<file path="config.mk">
export PLATFORM = sky130hd
export DESIGN_NAME = btb_update_unit
export DESIGN_NICKNAME = d
export VERILOG_FILES = /design/src/rtl/btb_update_unit.sv
export SDC_FILE = /design/constraint.sdc
export NUM_CORES = 1
export LEC_CHECK = 0
export BUFFER_PORTS_ARGS = -buffer_cell sky130_fd_sc_hd__buf_2
export CORE_AREA = 2 2 119 121
export CTS_CLUSTER_DIAMETER = 80
export DETAILED_ROUTE_END_ITERATION = 10
export DIE_AREA = 0 0 121 123
export PLACE_DENSITY = 0.71
export SYNTH_ARGS = -nofsm -noshare
export SYNTH_HDL_FRONTEND = slang
export SYNTH_SLANG_ARGS = --single-unit
</file>
<file path="constraint.sdc">
create_clock -name clk -period 4.6 [get_ports clk]
set_input_delay 0.92 -clock clk [delete_from_list [all_inputs] [get_ports clk]]
set_output_delay 0.92 -clock clk [all_outputs]
set_load 0.1 [all_outputs]
</file>
<file path="src/rtl/btb_update_unit.sv">
// Resolve-side BTB writer: mispredict flush/redirect, global 2-bit counter,
// and a small coalescing write FIFO. Optional stats outputs under BTB_STATS_EN.
module btb_update_unit #(
    parameter int IDX_W      = 8,
    parameter int FIFO_DEPTH = 2
) (
    input  logic               clk,
    input  logic               reset,
    input  logic               res_valid,
    output logic               res_ready,
    input  logic               res_is_branch,
    input  logic               res_taken,
    input  logic [15:0]        res_PC,
    input  logic [15:0]        res_target,
    input  logic [15:0]        res_pred_PC,
    output logic               flush,
    output logic [15:0]        redirect_PC,
    output logic               pred_taken,
    output logic [1:0]         ctr_state,
`ifdef BTB_STATS_EN
    output logic [15:0]        stat_branches,
    output logic [15:0]        stat_mispredicts,
`endif
    output logic               btb_wr_valid,
    input  logic               btb_wr_ready,
    output logic [IDX_W-1:0]   btb_wr_index,
    output logic [15-IDX_W:0]  btb_wr_tag,
    output logic [15:0]        btb_wr_target
);

    localparam int TAG_W = 16 - IDX_W;
    localparam int PTR_W = $clog2(FIFO_DEPTH);

    typedef struct packed {
        logic [IDX_W-1:0] idx;
        logic [TAG_W-1:0] tag;
        logic [15:0]      tgt;
    } entry_t;

    entry_t           mem_q [FIFO_DEPTH];
    logic [PTR_W-1:0] wr_ptr_q;
    logic [PTR_W-1:0] rd_ptr_q;
    logic [PTR_W-1:0] tail_ptr;
    logic [PTR_W:0]   cnt_q;
    logic             flush_q;
    logic [15:0]      redirect_q;
    logic [1:0]       ctr_q;

    logic        fifo_full;
    logic        fifo_empty;
    logic        accept;
    logic [15:0] actual_next;
    logic        mispredict;
    logic        push_req;
    logic        pop;
    logic        tail_popped;
    logic        coalesce;
    logic        do_push;
    entry_t      new_ent;

    // Resolve-side decode: correct next PC, mispredict, push/pop/coalesce
    always_comb begin
        fifo_full   = (cnt_q == (PTR_W+1)'(FIFO_DEPTH));
        fifo_empty  = (cnt_q == '0);
        accept      = res_valid && !fifo_full;
        actual_next = res_taken ? res_target : res_PC + 16'd1;
        mispredict  = (res_pred_PC != actual_next);
        push_req    = accept && res_taken && mispredict
                      && (res_target != 16'hFFFF);
        pop         = !fifo_empty && btb_wr_ready;
        tail_ptr    = wr_ptr_q - PTR_W'(1);
        tail_popped = pop && (cnt_q == (PTR_W+1)'(1));
        new_ent.idx = res_PC[IDX_W-1:0];
        new_ent.tag = res_PC[15:IDX_W];
        new_ent.tgt = res_target;
        coalesce    = push_req && !fifo_empty && !tail_popped
                      && (mem_q[tail_ptr].idx == new_ent.idx);
        do_push     = push_req && !coalesce;
    end

    assign res_ready     = !fifo_full;
    assign flush         = flush_q;
    assign redirect_PC   = redirect_q;
    assign ctr_state     = ctr_q;
    assign pred_taken    = ctr_q[1];
    assign btb_wr_valid  = !fifo_empty;
    assign btb_wr_index  = mem_q[rd_ptr_q].idx;
    assign btb_wr_tag    = mem_q[rd_ptr_q].tag;
    assign btb_wr_target = mem_q[rd_ptr_q].tgt;

    // One-cycle flush pulse; redirect target held between flushes
    always_ff @(posedge clk or posedge reset) begin
        if (reset) begin
            flush_q    <= 1'b0;
            redirect_q <= '0;
        end else begin
            flush_q <= accept && mispredict;
            if (accept && mispredict)
                redirect_q <= actual_next;
        end
    end

    // Global saturating direction counter, branches only
    always_ff @(posedge clk or posedge reset) begin
        if (reset) begin
            ctr_q <= 2'b00;
        end else if (accept && res_is_branch) begin
            if (res_taken && ctr_q != 2'b11)
                ctr_q <= ctr_q + 2'b01;
            else if (!res_taken && ctr_q != 2'b00)
                ctr_q <= ctr_q - 2'b01;
        end
    end

    // Write FIFO: push, in-place tail coalesce, pop toward BTB
    always_ff @(posedge clk or posedge reset) begin
        if (reset) begin
            wr_ptr_q <= '0;
            rd_ptr_q <= '0;
            cnt_q    <= '0;
            for (int i = 0; i < FIFO_DEPTH; i++)
                mem_q[i] <= '0;
        end else begin
            if (do_push) begin
                mem_q[wr_ptr_q] <= new_ent;
                wr_ptr_q        <= wr_ptr_q + PTR_W'(1);
            end
            if (coalesce)
                mem_q[tail_ptr] <= new_ent;
            if (pop)
                rd_ptr_q <= rd_ptr_q + PTR_W'(1);
            if (do_push && !pop)
                cnt_q <= cnt_q + (PTR_W+1)'(1);
            else if (!do_push && pop)
                cnt_q <= cnt_q - (PTR_W+1)'(1);
        end
    end

`ifdef BTB_STATS_EN
    logic [15:0] stat_br_q;
    logic [15:0] stat_mp_q;

    assign stat_branches    = stat_br_q;
    assign stat_mispredicts = stat_mp_q;

    // Saturating event counters
    always_ff @(posedge clk or posedge reset) begin
        if (reset) begin
            stat_br_q <= '0;
            stat_mp_q <= '0;
        end else begin
            if (accept && res_is_branch && stat_br_q != 16'hFFFF)
                stat_br_q <= stat_br_q + 16'd1;
            if (accept && mispredict && stat_mp_q != 16'hFFFF)
                stat_mp_q <= stat_mp_q + 16'd1;
        end
    end
`endif

endmodule

</file>
=== After elaboration in Yosys (flattened, before gate mapping) ===
Index checks and enable logic that the tools add are counted.

* Magnitude comparators: 5
* Bitwise operators: 3
* Add/subtract/negate cells: 8
* Multiplexer cells: 19
* Reduce and logical (&&, ||, !) cells: 30
* Eq/ne operators: 6

{| class="wikitable"
|+ Operator list
! kind !! number
|-
| $mux W32 || 8
|-
| $bwmux W64 || 2
|-
| $mux W64 || 2
|-
| $demux W32 S1 || 2
|-
| $logic_and A1 B1 Y1 || 18
|-
| $add A16 B1 Y16 const B || 1
|-
| $mux W16 || 1
|-
| $ne A16 B16 Y1 || 1
|-
| $ne A16 B16 Y1 const B || 1
|-
| $eq A8 B8 Y1 || 1
|-
| $mux W2 || 4
|-
| $logic_not A1 Y1 || 7
|-
| $ge A2 B2 Y1 const B || 3
|-
| $not A1 Y2 || 3
|-
| $reduce_bool A2 Y1 || 3
|-
| $add A2 B1 Y2 const B || 2
|-
| $lt A2 B1 Y1 const B || 2
|-
| $sub A2 B1 Y2 const B || 2
|-
| $add A1 B1 Y1 const B || 2
|-
| $eq A2 B1 Y1 const B || 1
|-
| $eq A2 B2 Y1 const B || 1
|-
| $logic_not A2 Y1 || 1
|-
| $ne A2 B2 Y1 const B || 1
|-
| $reduce_and A2 Y1 || 1
|-
| $sub A1 B1 Y1 const B || 1
|}

* Bits of input ports: 54
* Output and inout port bits: 54
* Bits in registers: 87
* Word-level logic and storage cells: 83

=== Depth between registers and ports, before layout ===
Gate-level depths: netlist (run 1).

* Depth in word-level cells: 15
* Gate-level depth with buffers: 11
* Mapped depth without buffers: 10

=== Worst setup path before layout (run 1) ===
No wires, ideal clock.

* Path kind: in2reg
* Start point: input res_PC[3]
* End point: register mem_q[10] in the netlist's numbering
* Arrival: 3.437 ns
* Library setup time: 0.125 ns
* Stages on the path: 9
* Data required time: 4.475 ns
* Path buffers: 2
* Path slack: 1.038 ns
* Cells stage by stage: clkbuf_8 -> nand4_2 -> nor4_1 -> xor3_1 -> o41ai_2 -> o2111ai_4 -> o211ai_4 -> buf_12 -> mux2_4

* Cells in the longest elaborated chain, start to end: 13
* Elaborated cells between the ends (all ways): 14
* Those cells by class: 1 x add/sub; 2 x eq/ne; 4 x mux; 7 x reduce/logical

{| class="wikitable"
|+ RTL lines
! what !! RTL line !! source
|-
| from (decl) || 13 || <nowiki>input logic [15:0] res_PC,</nowiki>
|-
| $add A16 B1 Y16 || 66 || <nowiki>actual_next = res_taken ? res_target : res_PC + 16'd1;</nowiki>
|-
| $mux W16 || 66 ||
|-
| $ne A16 B16 Y1 || 67 || <nowiki>mispredict = (res_pred_PC != actual_next);</nowiki>
|-
| $logic_and A1 B1 Y1 || 68 || <nowiki>push_req = accept && res_taken && mispredict</nowiki>
|-
| $logic_and A1 B1 Y1 || 69 || <nowiki>&& (res_target != 16'hFFFF);</nowiki>
|-
| $logic_and A1 B1 Y1 (2 in a row) || 76 || <nowiki>coalesce = push_req && !fifo_empty && !tail_popped</nowiki>
|-
| $logic_and A1 B1 Y1 || 77 || <nowiki>&& (mem_q[tail_ptr].idx == new_ent.idx);</nowiki>
|-
| $logic_not A1 Y1 || 78 || <nowiki>do_push = push_req && !coalesce;</nowiki>
|-
| $logic_and A1 B1 Y1 || 78 ||
|-
| $mux W64 || 124 || <nowiki>if (do_push) begin</nowiki>
|-
| $bwmux W64 || 129 || <nowiki>mem_q[tail_ptr] <= new_ent;</nowiki>
|-
| $mux W64 * || 128 || <nowiki>if (coalesce)</nowiki>
|-
| to (signal, indexed assignment) || 125 || <nowiki>mem_q[wr_ptr_q] <= new_ent;</nowiki>
|-
| to (signal, indexed assignment) || 129 ||
|-
| to (decl) || 40 || <nowiki>entry_t mem_q [FIFO_DEPTH];</nowiki>
|}

Every way passes the cells marked *; elsewhere a longest branch is shown, timed or not.
A chain may end at the register's enable or synchronous reset.

=== Worst setup path after layout (run 1) ===
* Start point: input res_PC[0]
* End point: register mem_q[28] in the netlist's numbering

Same word-level chain as after synthesis.

==> impl_results.md, run 1 <==
* Outcome: finished, final reports clean
* Syn_nets at 517
* Largest family of logic cells by synthesized area: multiplexers
* Clk Tree Root Cell: clkbuf_16
* Ant. Diodes at 0
* Critical Path End Type: flop
* Slew @ Worst Pin at 747 ps
* Mean Syn Cell Area at 12.5 um^2
* Adder-cell share of the synthesized area at 0.0110
* YS warnings at 0
* IO Pins at 108
* Dpl cells at 724
* Vias/cell at 5.35
* CTS max path bufs at 2
* Achievable Freq at 0.264 GHz
* Synth Flop Type: dfrtp_1
* Cts hold-fix bufs at 0
* Number of synthesized register bits at 87
* Clk sinks at 87
* CTS buffer count at 9
* Hold Slack at 471 ps
* CP top delay family: simple AND/OR/NAND/NOR gates
* Synth Instances at 458
* Detailed Route WL at 14.3 mm
* Final Hold Violating Endpoints at 0
* Most frequent cells in the layout: 107 x buf_2, 87 x dfrtp_1, 60 x mux2_4
* DRC viols at 0
* Max FO, Critical Path at 9
* Horiz. Die Dim at 121 um
* Register area share after synthesis at 0.381
* Post-synthesis mux area share at 0.282
* Synth unique cells at 73
* Crit share post-route at 0.824
* Initial DRC count at 349
* CP bufs+invs at 2
* Xor and xnor area share after synthesis at 0.0671
* Area of the die at 14900 um^2
* Vias in the first global route at 3950
* Overflow after GRT at 0
* CP max stage delay at 500 ps
* Pins Over Slew Limit at 0
* Core footprint at 13600 um^2
* Most common cell after layout, fill and taps aside: buf_2
* Die H at 123 um
* Total number of vias at 3960
* Synth top area share at 0.381
* IO buf count at 107
* Nets@finish at 614
* Post-Synth Simple-Gate Area at 0.0989
* Crit path cell chain: buf_2 > ha_1 > nand3_2 > nor4_2 > mux2_1 > nor4_1 > o2111ai_4 > o211ai_4 > buf_4 > mux2_4
* Arr. time, crit path at 4020 ps
* Synth area leader: dfrtp_1
* Max_cap viols at 0
* Area of the multi-input gates at 3110 um^2
* Post-CTS Setup Bufs at 0
* Post-synth EDFFs at 0
* Final ANT Viol Nets at 0
* Filler instances at 1221
* Worst Hold Class: reg2reg
* Slew margin rel. at 0.502
* Slowest CP cell: nor4_1
* Seq. cell area at 2180 um^2
* Mapped Area at 5710 um^2
* Utilization after layout at 0.477
* Wirelength per Cell at 19.4 um
* Number of endpoints failing setup at the final stage at 0
* Skew-Pair Late Insertion Delay at 350 ps
* Async SR Flop Fraction at 1.00
* Initial core utilization at 0.419
* Initial antenna violation count at 0
* Worst Skew at 8.86 ps
* Non-filler cells, final at 740
* CTS tree: built
* Layout cells sized above 1 at 0.471
* # rows at 43
* Synth top area cells: dfrtp_1 38%, mux2_4 16%, mux2_2 8.9%, xor2_1 3.2%, xnor2_1 3.1%
* Setup TNS at 0 ps
* CP required at 4830 ps
* Startpoint types: input pin
* GPL Wtd Cong at 0.970
* Total iterations of the first detailed-routing run at 4
* Compound-Gate Fraction of Synth Area at 0.0864
* Area delta synth->final at 13.7%
* Setup CP Type: in2reg
* R2R setup slack at 1630 ps
* Global-route wire length before repair at 22.0 mm
* Largest net degree at the start of global routing at 47
* Reg clk slew, reported paths at 60 ps
* Fin crit period at 3790 ps
* RSZ-0062 raised after global routing: no
* CTS resizes at 0
* H-Tree Depth at 3
* Post-DP HPWL at 10.8 mm
* Tot GR Track Use at 0.194
-- registers in the layout, indices dropped and copies added, names as in the netlist --
name,count
cnt_q,2
ctr_state,2
flush,1
mem_q,64
rd_ptr_q,1
redirect_PC,16
wr_ptr_q,1
-- final timing paths --
check,startpoint,end,depth (start not counted)
min in group asynchronous,reset,redirect_PC[6]$_DFFE_PP0P_,2
max in group asynchronous,reset,mem_q[18]$_DFF_PP0_,3
min reg2reg,rd_ptr_q$_DFFE_PP0P_,rd_ptr_q$_DFFE_PP0P_,1
max reg2reg,wr_ptr_q$_DFFE_PP0N_,mem_q[63]$_DFF_PP0_,8
min,rd_ptr_q$_DFFE_PP0P_,rd_ptr_q$_DFFE_PP0P_,1
max,res_PC[0],mem_q[28]$_DFF_PP0_,10
-- worst register-to-register path, stage by stage, from the launching register on --
cell,delay (ps)
dfrtp_1,710
mux2i_1,300
xor2_1,210
nand4_1,140
nor3_1,440
xnor2_1,200
o211ai_4,120
buf_4,360
mux2_2,380
-- Yosys cell counts, drive strengths merged, types with 2 or more instances --
cell type  number
o211ai          5
clkbuf         13
nand4          12
or3             2
a2111oi         2
o41ai           2
dfrtp          87
nand2          25
o21ai          20
nand3          13
nand3b          2
nor3            6
mux2          112
xnor2          20
mux2i          12
a21oi           4
and4            4
o2111ai         2
buf            20
and3            2
ha              5
a311oi          2
or2             2
a31oi           4
nand2b          2
a211o           2
nor4            6
o21a            2
nor3b           2
nor2b           7
inv            14
nor2            8
xor2           21
-- layer usage --
metal / up-vias / GRT usage / share of wire
li1: 1857 / - / -
met1: 1945 / 0.265 / 0.44
met2: 142 / 0.298 / 0.47
met3: 16 / 0.0613 / 0.074
met4: 0 / 0.0509 / 0.013
met5: - / 0 / 0
-- layout make-up --
type | instances | share of cell area
clock inverter | 5 | 0.00617
tap | 180 | 0.0347
timing repair buffer | 119 | 0.0984
multi-input combinational | 324 | 0.479
inverter | 14 | 0.00829
sequential | 87 | 0.336
clock buffer | 11 | 0.0374
-- through the flow --
step | instance area [um^2] | setup WS [ps]
after floorplan | 5710 | 1040
after global placement | 6200 | 544
after detailed placement | 6200 | 449
after CTS | 6490 | 824
after global routing | 6490 | 613
final | 6490 | 812
-- cell families (layout without fill, tap and decap cells) --
logic type                 count (synthesis)  count (layout)
adders and majority gates                  5               5
buffers and inverters                     47             149
DFF                                       87              87
muxes                                    124             124
AOI/OAI and AO/OA                         59              59
xor gates and xnor gates                  42              42
and+or+nand+nor                           94              94
Power of run 1 is not shown: default switching activity piles up to over one toggle a cycle in this logic, so the estimate is an artifact.
==> inputs of run 2 (changes only) <==
==> constraint.sdc (replaced) <==
create_clock -name clk -period 3.9 [get_ports clk]
set_input_delay 0.78 -clock clk [delete_from_list [all_inputs] [get_ports clk]]
set_output_delay 0.78 -clock clk [all_outputs]
set_load 0.1 [all_outputs]
==> run 2 against run 1 <==
  * Clock skew is 2.7 ps higher
  * Sequential share of layout area shrank 0.28 points
  * Clock-buffer cell count is 1 lower
  * Global-route usage increased by 0.64 points
  * Worst hold slack better by 21 ps
  * Utilization up 0.40 points
  * First-iteration DRC count shrank 19%
  * Critical path type unchanged
  * Largest cell class unchanged
  * Highest routed layer unchanged
==> impl_results.md, run 2 (same netlist as run 1, synthesis figures left out) <==
* Wirelength per Cell at 19.2 um
* IO Pins at 108
* RSZ-0062 raised after global routing: no
* # rows at 43
* Pins Over Slew Limit at 0
* DRC viols at 0
* Vias/cell at 5.35
* Slowest CP cell: o41ai_2
* Arr. time, crit path at 3650 ps
* Final ANT Viol Nets at 0
* Total number of vias at 3988
* Placed Area at 6250 um^2
* Number of endpoints failing setup at the final stage at 0
* Most frequent cells in the layout: 107 x buf_2, 87 x dfrtp_1, 60 x mux2_4
* Clk sinks at 87
* Post-Place Setup Slack at 136 ps
* Worst reg2reg path depth at 8
* Startpoint types: input pin
* CTS max path bufs at 2
* Area of the die at 14900 um^2
* Outcome: finished, final reports clean
* Total iterations of the first detailed-routing run at 4
* Filler instances at 1242
* Initial antenna violation count at 1
* Cts hold-fix bufs at 0
* Clk Tree Root Cell: clkbuf_16
* WHS Path Cells at 1
* Dpl cells at 728
* Vias in the first global route at 4111
* Most common cell after layout, fill and taps aside: buf_2
* Post-DP HPWL at 10.6 mm
* Crit share post-route at 0.876
* Area delta synth->final at 14.6%
* Skew-Pair Late Insertion Delay at 360 ps
* CP required at 4130 ps
* Detailed Route WL at 14.3 mm
* CTS resizes at 0
* Initial DRC count at 283
* Final Hold Violating Endpoints at 0
* Setup CP Type: in2reg
* Die H at 123 um
* Largest net degree at the start of global routing at 88
* GPL Wtd Cong at 0.962
* Crit path cell chain: buf_2 > nand4_2 > nor4_1 > buf_4 > xor3_1 > o41ai_2 > o2111ai_4 > o211ai_4 > buf_12 > mux2_2
* H-Tree Depth at 3
* Global-route wire length before repair at 22.7 mm
* Worst Hold Class: reg2reg
* Worst Skew at 11.6 ps
* CP bufs+invs at 3
* Overflow after GRT at 0
* Initial core utilization at 0.419
* Reg clk slew, reported paths at 70 ps
* Max_cap viols at 0
* Setup TNS at 0 ps
* Critical Path End Type: flop
* CP max stage delay at 490 ps
* CP top delay family: compound AO/OA/AOI/OAI gates
* CTS tree: built
* Register bank with the most flops: mem_q
* Non-filler cells, final at 745
* Max FO, Critical Path at 24
* IO buf count at 107
* Critical path depth at 10
* Tot GR Track Use at 0.200
* Nets@finish at 618
* Fin crit period at 3420 ps
* Post-CTS Setup Bufs at 0
* Finished Cell Area at 6540 um^2
* Horiz. Die Dim at 121 um
* Core footprint at 13600 um^2
* CTS buffer count at 9
* Achievable Freq at 0.293 GHz
* PnR worst setup slack at 482 ps
* Slew @ Worst Pin at 1110 ps
* Layout cells sized above 1 at 0.477
* Max reg flops at 64
* Slew margin rel. at 0.262
-- run 2: changes by cell type in the layout (fill, tap and decap cells not counted), sizes merged --
cell      delta
diode        +1
clkinvlp     +1
clkbuf       -1
buf          +4
clkinv       +1
inv          -1
-- run 2: per-layer routing --
metal,wire length [um],track usage
met1,6510,0.280
met2,6490,0.300
met3,998,0.0517
met4,323,0.0741
met5,0,0
-- run 2: path summary, 6_finish.rpt --
| kind | from | endpoint | slack, ps |
|---|---|---|---|
| max in group asynchronous | reset | mem_q[16]$_DFF_PP0_ | 2430 |
| max | res_PC[5] | mem_q[1]$_DFF_PP0_ | 480 |
| min reg2reg | redirect_PC[15]$_DFFE_PP0P_ | redirect_PC[15]$_DFFE_PP0P_ | 490 |
| max reg2reg | wr_ptr_q$_DFFE_PP0N_ | mem_q[27]$_DFF_PP0_ | 1100 |
| min in group asynchronous | reset | mem_q[39]$_DFF_PP0_ | 780 |
| min | redirect_PC[15]$_DFFE_PP0P_ | redirect_PC[15]$_DFFE_PP0P_ | 490 |
-- run 2: cell type report --
class	instances	area [um^2]	share of cell area
inverter	14	53.8	0.00822
multi-input combinational	324	3110	0.475
clock inverter	6	53.8	0.00822
tap	180	225	0.0344
timing repair buffer	123	681	0.104
sequential	87	2180	0.333
clock buffer	10	239	0.0365
antenna	1	2.50	0.000383
-- run 2: through the flow --
stage          hold slack, ps  utilization
2_1_floorplan             473            -
3_3_place_gp              475        0.459
3_5_place_dp              479        0.459
4_1_cts                   497        0.480
5_1_grt                   516        0.481
6_report                  492        0.481
-- run 2: worst reg2reg max path, cell delays in order (launching register included) --
cell      delay, ps
dfrtp_1         720
mux2i_1         310
xor2_1          190
nand4_1         110
nor3_1          410
xor2_1          280
o211ai_4        130
buf_4           220
mux2_4          310
Power of run 2 is left out for the same reason.
